File: src/rtl/ahb_arbiter_if.sv
// rtl/ahb_arbiter_if.sv - request/grant and address-phase control bundle of the 3-master AHB-lite arbiter
interface ahb_arbiter_if;
  logic [2:0] hbusreq;
  logic [2:0] hlock;
  logic [1:0] htrans;
  logic [2:0] hburst;
  logic       hready;
  logic [2:0] hgrant;
  logic [1:0] hmaster;
  logic       hmastlock;

  // Bus-master side: raises requests, drives the muxed transfer control, sees grants.
  modport master (
    output hbusreq,
    output hlock,
    output htrans,
    output hburst,
    output hready,
    input  hgrant,
    input  hmaster,
    input  hmastlock
  );

  // Arbiter side.
  modport slave (
    input  hbusreq,
    input  hlock,
    input  htrans,
    input  hburst,
    input  hready,
    output hgrant,
    output hmaster,
    output hmastlock
  );
endinterface

File: src/rtl/ahb_arbiter.sv
// rtl/ahb_arbiter.sv - round-robin AHB-lite arbiter for three masters with burst and lock hold
module ahb_arbiter (
  input logic           hclk,
  input logic           rst,
  ahb_arbiter_if.slave  bus
);

  typedef enum logic [1:0] {
    PARK  = 2'd0,
    OWN   = 2'd1,
    BURST = 2'd2,
    LOCK  = 2'd3
  } state_t;

  localparam logic [1:0] TRANS_IDLE   = 2'b00;
  localparam logic [1:0] TRANS_BUSY   = 2'b01;
  localparam logic [1:0] TRANS_NONSEQ = 2'b10;
  localparam logic [1:0] TRANS_SEQ    = 2'b11;

  state_t     state;
  state_t     state_next;
  logic [3:0] cnt;
  logic [3:0] cnt_next;
  logic [2:0] grant_q;
  logic [2:0] grant_next;
  logic [1:0] master_q;
  logic       mastlock_q;
  logic [1:0] gidx;
  logic       owner_lock;
  logic       arb_ok;
  logic [2:0] rr_grant;
  logic [1:0] cand0;
  logic [1:0] cand1;

  assign bus.hgrant    = grant_q;
  assign bus.hmaster   = master_q;
  assign bus.hmastlock = mastlock_q;

  // Index of the currently granted master; the grant register is always one-hot.
  always_comb begin
    gidx = 2'd0;
    case (grant_q)
      3'b010:  gidx = 2'd1;
      3'b100:  gidx = 2'd2;
      default: gidx = 2'd0;
    endcase
  end

  assign owner_lock = bus.hlock[gidx];

  // Beat counter update: fixed bursts load beats-1, SEQ counts down, BUSY holds, anything else clears.
  always_comb begin
    cnt_next = cnt;
    case (bus.htrans)
      TRANS_NONSEQ: begin
        case (bus.hburst)
          3'b010, 3'b011: cnt_next = 4'd3;
          3'b100, 3'b101: cnt_next = 4'd7;
          3'b110, 3'b111: cnt_next = 4'd15;
          default:        cnt_next = 4'd0;
        endcase
      end
      TRANS_SEQ:  cnt_next = (cnt != 4'd0) ? cnt - 4'd1 : 4'd0;
      TRANS_BUSY: cnt_next = cnt;
      TRANS_IDLE: cnt_next = 4'd0;
      default:    cnt_next = 4'd0;
    endcase
  end

  // Re-arbitrate only when the owner is unlocked and at most its final beat remains.
  assign arb_ok = bus.hready && !owner_lock && (cnt_next <= 4'd1);

  // Round-robin pick: start after the current holder, the holder itself is checked last, park on 0.
  always_comb begin
    cand0    = (gidx == 2'd2) ? 2'd0 : gidx + 2'd1;
    cand1    = (cand0 == 2'd2) ? 2'd0 : cand0 + 2'd1;
    rr_grant = 3'b001;
    if (bus.hbusreq[cand0]) begin
      rr_grant = 3'b001 << cand0;
    end else if (bus.hbusreq[cand1]) begin
      rr_grant = 3'b001 << cand1;
    end else if (bus.hbusreq[gidx]) begin
      rr_grant = 3'b001 << gidx;
    end
  end

  // Next grant and derived state; everything freezes while the bus is stalled.
  always_comb begin
    grant_next = grant_q;
    state_next = state;
    if (bus.hready) begin
      if (arb_ok) begin
        grant_next = rr_grant;
        state_next = (bus.hbusreq == 3'b000) ? PARK : OWN;
      end else if (owner_lock) begin
        state_next = LOCK;
      end else begin
        state_next = BURST;
      end
    end
  end

  // State register.
  always_ff @(posedge hclk) begin
    if (rst) begin
      state <= PARK;
    end else begin
      state <= state_next;
    end
  end

  // Grant, address-mux select, lock flag and beat counter advance only on accepted transfers.
  always_ff @(posedge hclk) begin
    if (rst) begin
      grant_q    <= 3'b001;
      master_q   <= 2'd0;
      mastlock_q <= 1'b0;
      cnt        <= 4'd0;
    end else if (bus.hready) begin
      grant_q    <= grant_next;
      master_q   <= gidx;
      mastlock_q <= owner_lock;
      cnt        <= cnt_next;
    end
  end

endmodule

File: src/flat_wrapper.sv
// flat-port wrapper written by rule: the top's interface ports become plain ports
module ahb_arbiter_flat 
  (hclk, rst, bus_hbusreq, bus_hlock, bus_htrans, bus_hburst, bus_hready, bus_hgrant, bus_hmaster, bus_hmastlock);
  ahb_arbiter_if bus_i ();
  input logic hclk;
  input logic rst;
  input wire logic [$bits(bus_i.hbusreq)-1:0] bus_hbusreq;
  input wire logic [$bits(bus_i.hlock)-1:0] bus_hlock;
  input wire logic [$bits(bus_i.htrans)-1:0] bus_htrans;
  input wire logic [$bits(bus_i.hburst)-1:0] bus_hburst;
  input wire logic [$bits(bus_i.hready)-1:0] bus_hready;
  output wire logic [$bits(bus_i.hgrant)-1:0] bus_hgrant;
  output wire logic [$bits(bus_i.hmaster)-1:0] bus_hmaster;
  output wire logic [$bits(bus_i.hmastlock)-1:0] bus_hmastlock;
  assign bus_i.hbusreq = bus_hbusreq;
  assign bus_i.hlock = bus_hlock;
  assign bus_i.htrans = bus_htrans;
  assign bus_i.hburst = bus_hburst;
  assign bus_i.hready = bus_hready;
  assign bus_hgrant = bus_i.hgrant;
  assign bus_hmaster = bus_i.hmaster;
  assign bus_hmastlock = bus_i.hmastlock;
  ahb_arbiter u_core (.hclk(hclk), .rst(rst), .bus(bus_i));
endmodule
File: config.mk
export PLATFORM = sky130hd
export DESIGN_NAME = ahb_arbiter_flat
export DESIGN_NICKNAME = d
export VERILOG_FILES = /design/src/rtl/ahb_arbiter_if.sv /design/src/rtl/ahb_arbiter.sv /design/src/flat_wrapper.sv
export SDC_FILE = /design/constraint.sdc
export NUM_CORES = 1
export LEC_CHECK = 0
export ABC_AREA = 1
export CAP_MARGIN = 20
export CORE_MARGIN = 2
export CORE_UTILIZATION = 52
export DETAILED_ROUTE_END_ITERATION = 10
export MAX_ROUTING_LAYER = met4
export PLACE_DENSITY = 0.83
export SLEW_MARGIN = 20
export SYNTH_ARGS = -nofsm -noshare
export SYNTH_HDL_FRONTEND = slang
export SYNTH_SLANG_ARGS = --single-unit
File: constraint.sdc
create_clock -name hclk -period 2.3 [get_ports hclk]
set_clock_uncertainty 0.15 [all_clocks]
set_input_delay 0.345 -clock hclk [delete_from_list [all_inputs] [get_ports hclk]]
set_output_delay 0.345 -clock hclk [all_outputs]
set_load 0.02 [all_outputs]
==> results.json, run 1 <==
{
  "outcome": "completed",
  "cts_tree": "done",
  "crit_type": "reg -> out",
  "leakagePower_nw": 0.610,
  "die_x_um": 43.9,
  "powerDensity_mw_per_mm2": 476,
  "diodes": 0,
  "drive_above_1_share_pct": 7.56,
  "tightest_slew_ns": 0.263,
  "overflow": 0,
  "maxCapViolCount": 0,
  "ys_seq_elements": 10,
  "min_period_ns": 1.89,
  "syn_avg_cell_area_um2": 5.51,
  "synth_cell_types": 16,
  "synth_area_um2": 827,
  "ir_worst_vdd_mv": 0.431,
  "clk_path_buf_depth": 2,
  "setup.worst_path.end_class": "output port",
  "fillers": 142,
  "numCtsBuffers": 3,
  "dieArea_mm2": 0.00193,
  "critPathMaxFanout": 6,
  "max-slew-margin-rel_pct": 82.5,
  "cts_setup_buffers": 0,
  "p_total_mw": 0.508,
  "antenna_found_initial": 0,
  "cts_root_buffer": "clkbuf_4",
  "insertion_delay_ns": 0.26,
  "drtAntennaViolNets": 0,
  "crit_family": "buffers and inverters",
  "grt_pass1_wl_um": 3530,
  "grt_usage_pct": 25.5,
  "r2r_slack_ns": 0.66,
  "hold_path.class": "reg -> reg",
  "final_nets": 188,
  "hold_viol": 0,
  "required_ns": 1.80,
  "wl_per_cell_um": 10.7,
  "grt_max_degree": 10,
  "hpwl_um": 1630,
  "ys_seq_area_share_pct": 24.2,
  "clock-sinks": 10,
  "die_y_um": 43.9,
  "cts_resized": 0,
  "grt_pass1_vias": 881,
  "startpoint_type": "flip-flop",
  "drcViolationCount": 0,
  "crit_slowest_cell": "clkdlybuf4s50_1",
  "arrival_ns": 1.40,
  "drt-initial-drc-count": 22,
  "slowest_delay_ns": 0.66,
  "rows": 14,
  "area_delta_synth_final_pct": 29.0,
  "io_pins": 20,
  "initial_core_util_pct": 54.9,
  "io_buffer_count": 18,
  "detail_route.first_pass.iterations": 4,
  "rsz0062_at_grt": "no",
  "setup_violations": 0,
  "clock.fmax_ghz": 0.528,
  "syn_inst": 150,
  "routed_wl_um": 2010,
  "routed_via_density": 5.13,
  "core_mm2": 0.00151,
  "finalSetupTns_ns": 0,
  "syn_nets": 165,
  "yosys_warnings": 0,
  "htreeDepth": 1,
  "globalplace.congestion": 0.897,
  "finalMaxSlewViolations": 0,
  "ctsHoldBuffers": 0,
  "critPathBufInv": 1,
  "routed-via-count": 964,
  "clk_pin_slew_ns": 0.07,
  "worstPathCellList": "clkdlybuf4s50_1",
  "timing.final.crit_share_pct": 82.3
}
flip-flops by register name, indices dropped and copies added, names as in the netlist:
signal / flops
u_core.cnt: 4
u_core.bus.hmastlock: 1
u_core.bus.hmaster: 2
u_core.bus.hgrant: 3
synth_stat cells:
cell type	count	area, um^2
a21oi_1	10	50.1
clkbuf_1	1	3.75
dfxtp_1	10	200
ha_1	1	12.5
inv_1	29	109
inv_2	1	3.75
nand2_1	39	146
nand2_2	2	12.5
nand3_1	18	90.1
nand3_2	2	20.0
nand4_1	3	18.8
nor2_1	21	78.8
nor2_2	1	6.26
nor2_4	2	22.5
o21a_1	1	7.51
o21ai_0	9	45.0
tightest hold or removal path, stage by stage, from the launching register on:
cell     delay, ns
dfxtp_1       0.33
o21ai_0       0.08
nor2_1        0.09
layer usage:
| metal | routed length [um] | GRT usage, % |
|---|---|---|
| met4 | 51 | 14.5 |
| met5 | 0 | - |
| met3 | 73 | 2.92 |
| met1 | 949 | 31.2 |
| met2 | 932 | 40.0 |
worst paths after layout:
| path | start | end | cells after the start |
|---|---|---|---|
| max reg2reg | u_core.cnt[0]$_SDFFE_PP0P_ | u_core.bus.hgrant[2]$_SDFFE_PP0P_ | 12 |
| min reg2reg | u_core.bus.hmastlock$_SDFFE_PP0P_ | u_core.bus.hmastlock$_SDFFE_PP0P_ | 2 |
| max | u_core.bus.hgrant[1]$_SDFFE_PP0P_ | bus_hgrant[1] | 1 |
| min | u_core.bus.hmastlock$_SDFFE_PP0P_ | u_core.bus.hmastlock$_SDFFE_PP0P_ | 2 |
cell type report:
type	count	area, um^2	area share (%)
Clock buffer	4	36.3	3.40
Inverter	30	113	10.6
Multi-Input combinational cell	109	510	47.8
Sequential cell	10	200	18.8
Tap cell	16	20.0	1.88
Timing Repair Buffer	19	188	17.6
cell usage in the layout, fill, tap and decap left out:
| master | synthesis | routed |
|---|---|---|
| o21a_1 | 1 | 1 |
| nor2_2 | 1 | 1 |
| inv_1 | 29 | 29 |
| clkbuf_4 | 0 | 3 |
| nand4_1 | 3 | 3 |
| ha_1 | 1 | 1 |
| a21oi_1 | 10 | 10 |
| nor2_4 | 2 | 2 |
| buf_4 | 0 | 1 |
| nor2_1 | 21 | 21 |
| nand2_2 | 2 | 2 |
| o21ai_0 | 9 | 9 |
| clkdlybuf4s50_1 | 0 | 18 |
| nand3_2 | 2 | 2 |
| dfxtp_1 | 10 | 10 |
| clkbuf_8 | 0 | 1 |
| nand3_1 | 18 | 18 |
| inv_2 | 1 | 1 |
| nand2_1 | 39 | 39 |
power breakdown:
group	leakage [nW]	switching [mW]	internal, mW
combinational	0.506	0.0848	0.0663
sequential	0.0824	0.0143	0.185
clock	0.0210	0.0615	0.0961
total	0.610	0.161	0.348
logic make-up (layout without fill, tap and decap cells):
kind of cell / Yosys count / count (layout) / share of synthesized area [%]
AOI/OAI and AO/OA: 20 / 20 / 12.4
adders and majority gates: 1 / 1 / 1.51
DFF: 10 / 10 / 24.2
buffers and inverters: 31 / 53 / 14.1
and+or+nand+nor: 88 / 88 / 47.8
metrics by stage:
step	utilization [%]	hold WS [ns]	cells	cell area [um^2]	setup slack (ns)
2_1_floorplan	-	0.351	150	827	0.787
5_1_grt	70.8	0.439	188	1070	0.346
4_1_cts	70.8	0.384	188	1070	0.396
3_3_place_gp	68.4	0.348	184	1030	0.319
3_5_place_dp	68.4	0.361	184	1030	0.282
6_report	70.8	0.377	188	1070	0.407
Power figures use the tool's default switching activity.
==> run 2: changes to the inputs <==
--- a/config.mk
+++ b/config.mk
@@ -8,10 +8,10 @@
 export ABC_AREA = 1
 export CAP_MARGIN = 20
 export CORE_MARGIN = 2
-export CORE_UTILIZATION = 52
+export CORE_UTILIZATION = 43
 export DETAILED_ROUTE_END_ITERATION = 10
 export MAX_ROUTING_LAYER = met4
-export PLACE_DENSITY = 0.83
+export PLACE_DENSITY = 0.74
 export SLEW_MARGIN = 20
 export SYNTH_ARGS = -nofsm -noshare
 export SYNTH_HDL_FRONTEND = slang
==> constraint.sdc (replaced) <==
create_clock -name hclk -period 1.55 [get_ports hclk]
set_clock_uncertainty 0.15 [all_clocks]
set_input_delay 0.2325 -clock hclk [delete_from_list [all_inputs] [get_ports hclk]]
set_output_delay 0.2325 -clock hclk [all_outputs]
set_load 0.02 [all_outputs]
==> results.json, run 2 (same netlist as run 1, synthesis figures left out) <==
{
  "cts_setup_buffers": 0,
  "crit_cells": 11,
  "die_y_um": 47.9,
  "htreeDepth": 1,
  "worstRegToRegCells": 11,
  "worstPathCellList": "inv_2 > ha_4 > nor2_2 > nand2_2 > inv_2 > nor2_1 > nand2_1 > nor2_2 > nand3_1 > nor2_1 > nor2_1",
  "cp_common_cell": "nor2_1",
  "initial_core_util_pct": 46.9,
  "drtAntennaViolNets": 0,
  "powerDensity_mw_per_mm2": 669,
  "max-slew-margin-rel_pct": 86.2,
  "final_nets": 201,
  "grt_max_degree": 10,
  "clock-sinks": 10,
  "holdCritStartpoint": "u_core.bus.hgrant[0]$_SDFFE_PP1P_",
  "ctsHoldBuffers": 0,
  "critPathMaxFanout": 2,
  "tightest_slew_ns": 0.205,
  "leakagePower_nw": 0.712,
  "outcome": "finished, violations left",
  "rsz0062_at_grt": "yes",
  "io_pins": 20,
  "clockPowerShare_pct": 29.4,
  "clock.fmax_ghz": 0.635,
  "critPathBufInv": 2,
  "timing.final.crit_share_pct": 102,
  "overflow": 0,
  "finalMaxSlewViolations": 0,
  "drive_above_1_share_pct": 24.3,
  "routed-via-count": 1027,
  "power_frac_comb_pct": 33.8,
  "hold_viol": 0,
  "grt_pass1_vias": 884,
  "timing.hold.ws_ns": 0.344,
  "crit_slowest_cell": "dfxtp_2",
  "final_cell_mix": "37 x nand2_1, 25 x inv_1, 16 x nor2_1, 16 x nand3_1, 14 x buf_4",
  "numCtsBuffers": 3,
  "wl_per_cell_um": 11.0,
  "routed_via_density": 4.89,
  "cts_tree": "done",
  "startpoint": "u_core.cnt[1]$_SDFFE_PP0P_",
  "diodes": 0,
  "routed_wl_um": 2300,
  "r2r_start": "u_core.cnt[1]$_SDFFE_PP0P_",
  "antenna_found_initial": 0,
  "grt_usage_pct": 23.0,
  "switching_share_pct": 33.3,
  "final_common_cell": "nand2_1",
  "die_x_um": 47.9,
  "clk_path_buf_depth": 2,
  "top_register": "u_core.cnt",
  "setup.worst_path.end_class": "flip-flop",
  "post-place-cells": 206,
  "hpwl_um": 1810,
  "grt_pass1_wl_um": 3590,
  "min_period_ns": 1.57,
  "startpoint_type": "flip-flop",
  "crit_type": "reg -> reg",
  "crit_family": "simple AND/OR/NAND/NOR gates",
  "hold_path.class": "reg -> reg",
  "maxCapViolCount": 0,
  "cts_root_buffer": "clkbuf_4",
  "p_int_mw": 0.546,
  "fin_ws_ns": -0.0249,
  "setup_violations": 2,
  "drt-initial-drc-count": 34,
  "place_area_mm2": 0.00114,
  "insertion_delay_ns": 0.27,
  "clk_pin_slew_ns": 0.08,
  "rows": 15,
  "largest_register_ffs": 4,
  "ir_worst_vdd_mv": 0.527,
  "seqPwrFrac_pct": 36.8,
  "core_mm2": 0.00176,
  "arrival_ns": 1.59,
  "switchingPower_mw": 0.273,
  "slowest_delay_ns": 0.34,
  "detail_route.first_pass.iterations": 4,
  "final_cells": 210,
  "dieArea_mm2": 0.00229,
  "io_buffer_count": 18,
  "drcViolationCount": 0,
  "min_path_cells": 2,
  "globalplace.congestion": 0.915,
  "p_total_mw": 0.819,
  "required_ns": 1.57,
  "final_cell_area_mm2": 0.00122,
  "failed_checks": "setup timing",
  "area_delta_synth_final_pct": 48.1
}
==> run 2: stage by stage <==
step | worst slack, ns | util [%] | setup TNS, ns
2_1_floorplan | 0.0371 | - | 0
3_3_place_gp | -0.247 | 64.6 | -1.20
3_5_place_dp | -0.301 | 64.6 | -1.40
4_1_cts | 0.000173 | 67.5 | 0
5_1_grt | -0.115 | 69.4 | -0.198
6_report | -0.0249 | 69.4 | -0.0253
==> run 2: per-layer routing <==
metal	vias up	track usage [%]	part of all wire (%)	routed length, um
met2	37	35.7	47	1070
li1	539	-	-	-
met1	451	30.2	47	1070
met4	0	4.86	0	0
met5	-	-	0	0
met3	0	5.66	6.8	156
==> run 2: tightest hold or removal path: stages (launching register included) <==
cell	delay, ns
dfxtp_2	0.35
nand2_1	0.06
nand3_1	0.05
==> run 2: timing repair <==
item / in CTS / in global routing
pin swaps: 6 / 7
gates resized for setup: 16 / 14
cloned: 0 / 0
endpoints found under the setup margin: 9 / 6
==> run 2: area by class of cell <==
class | instances | area [um^2]
multi-input cells | 109 | 563
fillers | 165 | 539
repair buffers | 32 | 275
flip-flops and latches | 10 | 206
inverters | 30 | 113
clock buffers | 4 | 36.3
well taps | 25 | 31.3
==> run 2: power by group through the flow <==
stage               clock network (mW)  registers (mW)  logic (mW)
floorplan                            0           0.311       0.128
global placement                     0           0.300       0.252
detailed placement                   0           0.301       0.259
CTS                              0.246           0.296       0.264
global route                     0.266           0.304       0.304
finish                           0.241           0.301       0.277
==> run 2: worst paths after layout <==
path | to | slack (ns)
max | u_core.bus.hgrant[1]$_SDFFE_PP0P_ | -0.02
min | u_core.bus.hgrant[0]$_SDFFE_PP1P_ | 0.34
max reg2reg | u_core.bus.hgrant[1]$_SDFFE_PP0P_ | -0.02
min reg2reg | u_core.bus.hgrant[0]$_SDFFE_PP1P_ | 0.34
==> run 3: changes to the inputs <==
--- a/config.mk
+++ b/config.mk
@@ -9,6 +9,7 @@
 export CAP_MARGIN = 20
 export CORE_MARGIN = 2
 export CORE_UTILIZATION = 43
+export CTS_CLUSTER_SIZE = 16
 export DETAILED_ROUTE_END_ITERATION = 10
 export MAX_ROUTING_LAYER = met4
 export PLACE_DENSITY = 0.74
==> results of run 3 <==
No change in the layout: final DEF, timing and power equal those of run 2.
